===== src/rtl/filt_read_arbiter.sv =====
// filt_read_arbiter
//   Round-robin arbiter that shares one memory read address stream among
//   NREQ filter accelerators. The owner's base offset and file size are
//   latched when it is granted. The block then issues one word address per
//   accepted beat. The owner receives a single-cycle done pulse after its
//   last beat has been accepted.
//
// Ports
//   clk, rst        clock, asynchronous active-high reset
//   req             per-requester level request, held until own done
//   req_offset      packed base word addresses, slice i = [32i+31:32i]
//   req_filesize    packed lengths in 128-bit words, same slicing
//   mem_ready       memory accepts the current address this cycle
//   addr_valid      addr is valid
//   addr            current word address (offset + count, wraps mod 2^32)
//   grant           one-hot current owner
//   grant_id        binary index of current owner
//   done            one-cycle pulse to the owner after its last beat
//   busy            high whenever the FSM is not idle
//
// Build option
//   FILT_ARB_ABORT_EN  when defined, the owner dropping req during RUN
//                      abandons the transfer: there is no done pulse, and
//                      the round-robin pointer still moves past that owner.
//
// state  | meaning
// -------+-----------------------------------------------------------
// IDLE   | no owner; pick next requester from rr_ptr upward, latch it
// LOAD   | clear beat counter; zero-length files skip straight to DONE
// RUN    | present offset+count; advance on each accepted beat
// DONE   | pulse done to owner, advance rr_ptr, release grant

module filt_read_arbiter #(
    parameter int NREQ = 4,
    parameter int IDW  = 2
) (
    input  logic                 clk,
    input  logic                 rst,
    input  logic [NREQ-1:0]      req,
    input  logic [NREQ*32-1:0]   req_offset,
    input  logic [NREQ*32-1:0]   req_filesize,
    input  logic                 mem_ready,
    output logic                 addr_valid,
    output logic [31:0]          addr,
    output logic [NREQ-1:0]      grant,
    output logic [IDW-1:0]       grant_id,
    output logic [NREQ-1:0]      done,
    output logic                 busy
);

    typedef enum logic [1:0] {
        S_IDLE = 2'd0,
        S_LOAD = 2'd1,
        S_RUN  = 2'd2,
        S_DONE = 2'd3
    } state_t;

    state_t            state, state_nxt;
    logic [IDW-1:0]    rr_ptr;
    logic [IDW-1:0]    grant_id_q;
    logic [NREQ-1:0]   grant_q;
    logic [31:0]       off_q;
    logic [31:0]       size_q;
    logic [31:0]       count;

    logic [IDW-1:0]    cand;
    logic [IDW-1:0]    pick_id;
    logic              pick_found;
    logic [31:0]       pick_off;
    logic [31:0]       pick_size;
    logic [IDW-1:0]    id_inc;
    logic              accept;
    logic              last_beat;
    logic              abort;

    // First requester at or above rr_ptr, wrapping modulo NREQ. This also
    // works when NREQ is not a power of two.
    always_comb begin
        pick_found = 1'b0;
        pick_id    = '0;
        cand       = '0;
        for (int i = 0; i < NREQ; i++) begin
            cand = IDW'((int'(rr_ptr) + i) % NREQ);
            if (!pick_found && req[cand]) begin
                pick_found = 1'b1;
                pick_id    = cand;
            end
        end
    end

    always_comb begin
        pick_off  = '0;
        pick_size = '0;
        for (int i = 0; i < NREQ; i++) begin
            if (pick_id == IDW'(i)) begin
                pick_off  = req_offset[32*i +: 32];
                pick_size = req_filesize[32*i +: 32];
            end
        end
    end

    assign id_inc    = (grant_id_q == IDW'(NREQ - 1)) ? '0 : grant_id_q + IDW'(1);
    assign accept    = (state == S_RUN) && mem_ready;
    assign last_beat = (count == size_q - 32'd1);

`ifdef FILT_ARB_ABORT_EN
    assign abort = (state == S_RUN) && !req[grant_id_q];
`else
    assign abort = 1'b0;
`endif

    always_ff @(posedge clk or posedge rst) begin
        if (rst) begin
            state <= S_IDLE;
        end else begin
            state <= state_nxt;
        end
    end

    always_comb begin
        state_nxt = state;
        case (state)
            S_IDLE: if (pick_found) state_nxt = S_LOAD;
            S_LOAD: state_nxt = (size_q == 32'd0) ? S_DONE : S_RUN;
            S_RUN: begin
                if (abort) begin
                    state_nxt = S_IDLE;
                end else if (accept && last_beat) begin
                    state_nxt = S_DONE;
                end
            end
            S_DONE: state_nxt = S_IDLE;
            default: state_nxt = S_IDLE;
        endcase
    end

    always_ff @(posedge clk or posedge rst) begin
        if (rst) begin
            rr_ptr     <= '0;
            grant_id_q <= '0;
            grant_q    <= '0;
            off_q      <= '0;
            size_q     <= '0;
            count      <= '0;
        end else begin
            case (state)
                S_IDLE: begin
                    if (pick_found) begin
                        off_q      <= pick_off;
                        size_q     <= pick_size;
                        grant_id_q <= pick_id;
                        grant_q    <= NREQ'(1) << pick_id;
                    end
                end
                S_LOAD: count <= '0;
                S_RUN: begin
                    if (abort) begin
                        rr_ptr     <= id_inc;
                        grant_q    <= '0;
                        grant_id_q <= '0;
                    end else if (accept && !last_beat) begin
                        count <= count + 32'd1;
                    end
                end
                S_DONE: begin
                    rr_ptr     <= id_inc;
                    grant_q    <= '0;
                    grant_id_q <= '0;
                end
                default: ;
            endcase
        end
    end

    assign addr_valid = (state == S_RUN);
    assign addr       = addr_valid ? (off_q + count) : '0;
    assign grant      = grant_q;
    assign grant_id   = grant_id_q;
    // The grant is still held during DONE, so it doubles as the one-hot done.
    assign done       = (state == S_DONE) ? grant_q : '0;
    assign busy       = (state != S_IDLE);

endmodule


===== config.mk =====
export PLATFORM = sky130hd
export DESIGN_NAME = filt_read_arbiter
export DESIGN_NICKNAME = d
export VERILOG_FILES = /design/src/rtl/filt_read_arbiter.sv
export SDC_FILE = /design/constraint.sdc
export NUM_CORES = 1
export LEC_CHECK = 0
export BUFFER_PORTS_ARGS = -buffer_cell sky130_fd_sc_hd__buf_2
export CAP_MARGIN = 20
export CORE_ASPECT_RATIO = 0.8
export CORE_MARGIN = 1
export CORE_UTILIZATION = 50
export CTS_CLUSTER_SIZE = 25
export DETAILED_ROUTE_END_ITERATION = 7
export PLACE_DENSITY = 0.78
export SLEW_MARGIN = 20
export SYNTH_ARGS = -nofsm -noshare
export SYNTH_HDL_FRONTEND = slang
export SYNTH_SLANG_ARGS = --single-unit

===== constraint.sdc =====
create_clock -name clk -period 3.8 [get_ports clk]
set_input_delay 0.57 -clock clk [delete_from_list [all_inputs] [get_ports clk]]
set_output_delay 0.57 -clock clk [all_outputs]
set_load 0.1 [all_outputs]

==> results.sh <==
export IMPL_run_status="complete, no violations"
export IMPL_share_of_the_yosys_chip_area_belonging_to_registers_pct=27.07
export IMPL_initial_core_util_pct=51.34
export IMPL_worstSkewPairLatency_ps=370
export IMPL_timing_critical_path_from_type="register"
export IMPL_number_of_register_bits_inferred_by_synthesis=106
export IMPL_globalRoute_totalOverflow=0
export IMPL_fin_nets=2011
export IMPL_maxSlewHeadroom_pct=39.17
export IMPL_worstSetupEndpointType="output pin"
export IMPL_die_area_um2=20170
export IMPL_clk_pin_slew_ps=70
export IMPL_cts_root_buffer="sky130_fd_sc_hd__clkbuf_16"
export IMPL_n_fill_cell=1681
export IMPL_clock_sinks=106
export IMPL_synth_ff_type="sky130_fd_sc_hd__dfrtp_1"
export IMPL_yosysTopAreaCell="sky130_fd_sc_hd__dfrtp_1"
export IMPL_first_global_vias=10190
export IMPL_netlist_area_um2=9799
export IMPL_route_detailed_wl_per_inst_um=17.45
export IMPL_yosys_top_cells_area="sky130_fd_sc_hd__dfrtp_1, sky130_fd_sc_hd__nand2_1, sky130_fd_sc_hd__nor2_1"
export IMPL_layout_cell_share_with_drive_strength_beyond_1_pct=26.09
export IMPL_report_final_setup_viol=0
export IMPL_p_leak_uw=0.005910
export IMPL_floorplan_rows=45
export IMPL_vertical_die_dimension_um=127.2
export IMPL_postCtsHoldBufs=0
export IMPL_antenna_violating_nets_post_route=0
export IMPL_route_final_wire_length_um=34410
export IMPL_critical_path_arrival_ps=3170
export IMPL_crit_fanout=6
export IMPL_instances_no_fill=1972
export IMPL_width_of_the_die_um=158.5
export IMPL_async_reset_ff_share_pct=100.0
export IMPL_powerDensity_nw_per_um2=729.2
export IMPL_finalWorstPathRequiredPeriod_ps=3739
export IMPL_worstMarginPinSlew_ps=912.5
export IMPL_timing_critical_path_required_ps=3230
export IMPL_drt_vias_per_instance=5.803
export IMPL_clock_tree_from_tritoncts="yes"
export IMPL_synth_warning_count=0
export IMPL_numCtsBuffers=9
export IMPL_globalplace_congestion=0.9554
export IMPL_grt_pass1_wl_um=53230
export IMPL_routed_via_count=11440
export IMPL_seqCellArea_um2=2661
export IMPL_floorplan_io_pins=307
export IMPL_detailed_place_hpwl_um=27310
export IMPL_final_max_slew_viol_count=0
export IMPL_finalHoldViolations=0
export IMPL_fin_worst_hold_slack_ps=329.2
export IMPL_dp_cells=1951
export IMPL_bufs_on_longest_clock_path=2
export IMPL_synth_lib_cells_used_distinct=71
export IMPL_detailedRoute_firstPassIterationCount=5
export IMPL_fin_skew_ps=12.89
export IMPL_layout_common_cells="sky130_fd_sc_hd__buf_2, sky130_fd_sc_hd__nand2_1, sky130_fd_sc_hd__nor2_1, sky130_fd_sc_hd__o21ai_0, sky130_fd_sc_hd__dfrtp_1"
export IMPL_gr_usage_all_layers_pct=34.26
export IMPL_area_used_by_multi_input_combinational_logic_um2=6957
export IMPL_ctsHtreeMaxLevel=3
export IMPL_grt_start_max_net_pins=102
export IMPL_achievable_frequency_ghz=0.2675
export IMPL_design_core_area_um2=19090
export IMPL_syn_instance_count=1425
export IMPL_syn_area_per_cell_um2=6.877
export IMPL_vdd_ir_drop_worst_uv=478.2
export IMPL_grt_setup_unrepaired="yes"
export IMPL_post_route_period_util_pct=98.38
export IMPL_buffer_ports_inserted=306
export IMPL_synth_edf_count=0
export IMPL_critPathKind="reg2out"
export IMPL_drc_errors=0
export IMPL_layout_commonest_cell="sky130_fd_sc_hd__buf_2"
export IMPL_yosysTopAreaCellShare_pct=27.07
export IMPL_antenna_found_initial=0
export IMPL_timing_hold_worst_class="in2async"
export IMPL_flow_area_growth_from_synthesis_pct=28.36
export IMPL_synth_fp_nets=1728
export IMPL_drt_initial_drc_count=1206
export IMPL_maxCapViolations=0
==> per-stage QoR <==
stage / cell area (µm²) / TNS [ps] / total power (µW) / util, % / setup WS [ps]
after floorplan: 9808 / -569.0 / 6169 / - / -569.0
after global placement: 12000 / 0 / 7783 / 62.86 / 106.7
after detailed placement: 12000 / 0 / 7866 / 62.86 / 98.03
after CTS: 12390 / -26.29 / 8973 / 64.92 / -26.29
after global routing: 12580 / -30.62 / 9788 / 65.89 / -20.85
final: 12580 / 0 / 9172 / 65.90 / 61.46
==> cell families after synthesis <==
family | after synthesis | share of synthesized area [%]
adder cells (fa/ha/maj) | 40 | 5.184
flip-flops | 106 | 27.07
multiplexers | 13 | 1.353
AND/OR/NAND/NOR | 787 | 37.39
XOR/XNOR | 63 | 5.631
AO/OA/AOI/OAI | 310 | 18.85
buffers and inverters | 106 | 4.533
==> Yosys cell counts (13+ instances only) <==
cell,count
sky130_fd_sc_hd__a21oi_1,44
sky130_fd_sc_hd__and2_1,37
sky130_fd_sc_hd__clkbuf_1,82
sky130_fd_sc_hd__dfrtp_1,106
sky130_fd_sc_hd__ha_1,39
sky130_fd_sc_hd__inv_1,17
sky130_fd_sc_hd__nand2_1,260
sky130_fd_sc_hd__nand2b_1,15
sky130_fd_sc_hd__nand3_1,97
sky130_fd_sc_hd__nand4_1,13
sky130_fd_sc_hd__nor2_1,233
sky130_fd_sc_hd__nor3_1,26
sky130_fd_sc_hd__nor4_1,17
sky130_fd_sc_hd__o211ai_1,16
sky130_fd_sc_hd__o21ai_0,162
sky130_fd_sc_hd__o31ai_1,18
sky130_fd_sc_hd__or3_1,13
sky130_fd_sc_hd__or4_1,21
sky130_fd_sc_hd__xnor2_1,34
sky130_fd_sc_hd__xor2_1,29
==> layer usage <==
metal | track usage, % | share of wire, % | wire, µm | vias to the layer above
li1 | - | - | - | 5549
met1 | 49.36 | 45 | 15410 | 5285
met2 | 49.97 | 43 | 14830 | 548
met3 | 8.446 | 9.7 | 3323 | 62
met4 | 10.97 | 2.5 | 848 | 0
met5 | 0 | 0 | 0 | -
==> report_power, final <==
part           total, µW  internal [µW]  leakage (µW)  switching [µW]
combinational       6010           2010       0.00441            4000
sequential          2110           1540       0.00134             565
clock               1060            586      0.000162             471
total               9170           4140       0.00591            5040
==> sequential cells by signal, summed over array words and instances (netlist names) <==
name,cells
grant,4
size_q,32
count,32
state,2
grant_id,2
rr_ptr,2
off_q,32
==> critical path: stages (launching register included) <==
cell and delay (ps):
sky130_fd_sc_hd__dfrtp_1 450, sky130_fd_sc_hd__ha_1 330, sky130_fd_sc_hd__buf_4 170, sky130_fd_sc_hd__a21oi_1 170, sky130_fd_sc_hd__nor2b_1 70, sky130_fd_sc_hd__o21ai_0 190, sky130_fd_sc_hd__a211o_1 210, sky130_fd_sc_hd__o31ai_4 90
sky130_fd_sc_hd__nand3_1 130, sky130_fd_sc_hd__nor3_2 70, sky130_fd_sc_hd__or4_1 510, sky130_fd_sc_hd__a21boi_2 210, sky130_fd_sc_hd__buf_12 200
==> path summary, 6_finish.rpt <==
kind                            slack [ps]       from  cells past startpoint         to
max in group asynchronous             2700        rst                      3  count[18]
worst max register to register         130  size_q[3]                     10  count[17]
min in group clk                       500  off_q[24]                      2  off_q[24]
worst min register to register         500  off_q[24]                      2  off_q[24]
worst min-delay path                   330        rst                      2   grant[2]
worst max-delay path                    60  count[14]                     12   addr[31]
==> area by class of cell <==
class                      count  share of cell area (%)
clock buffer                   9                   1.791
tap                          258                   2.566
multi-input combinational   1213                   55.31
sequential                   106                   21.16
inverter                      17                  0.5272
clock inverter                 7                  0.7858
antenna                        1                 0.01989
timing repair buffer         361                   17.85
==> timing repair <==
action                     CTS  global route
pin swaps                    6            16
buffers inserted             3             1
resized for setup           14            39
setup endpoints to repair   10            37
Note: power is estimated with default switching activity, not from simulation.
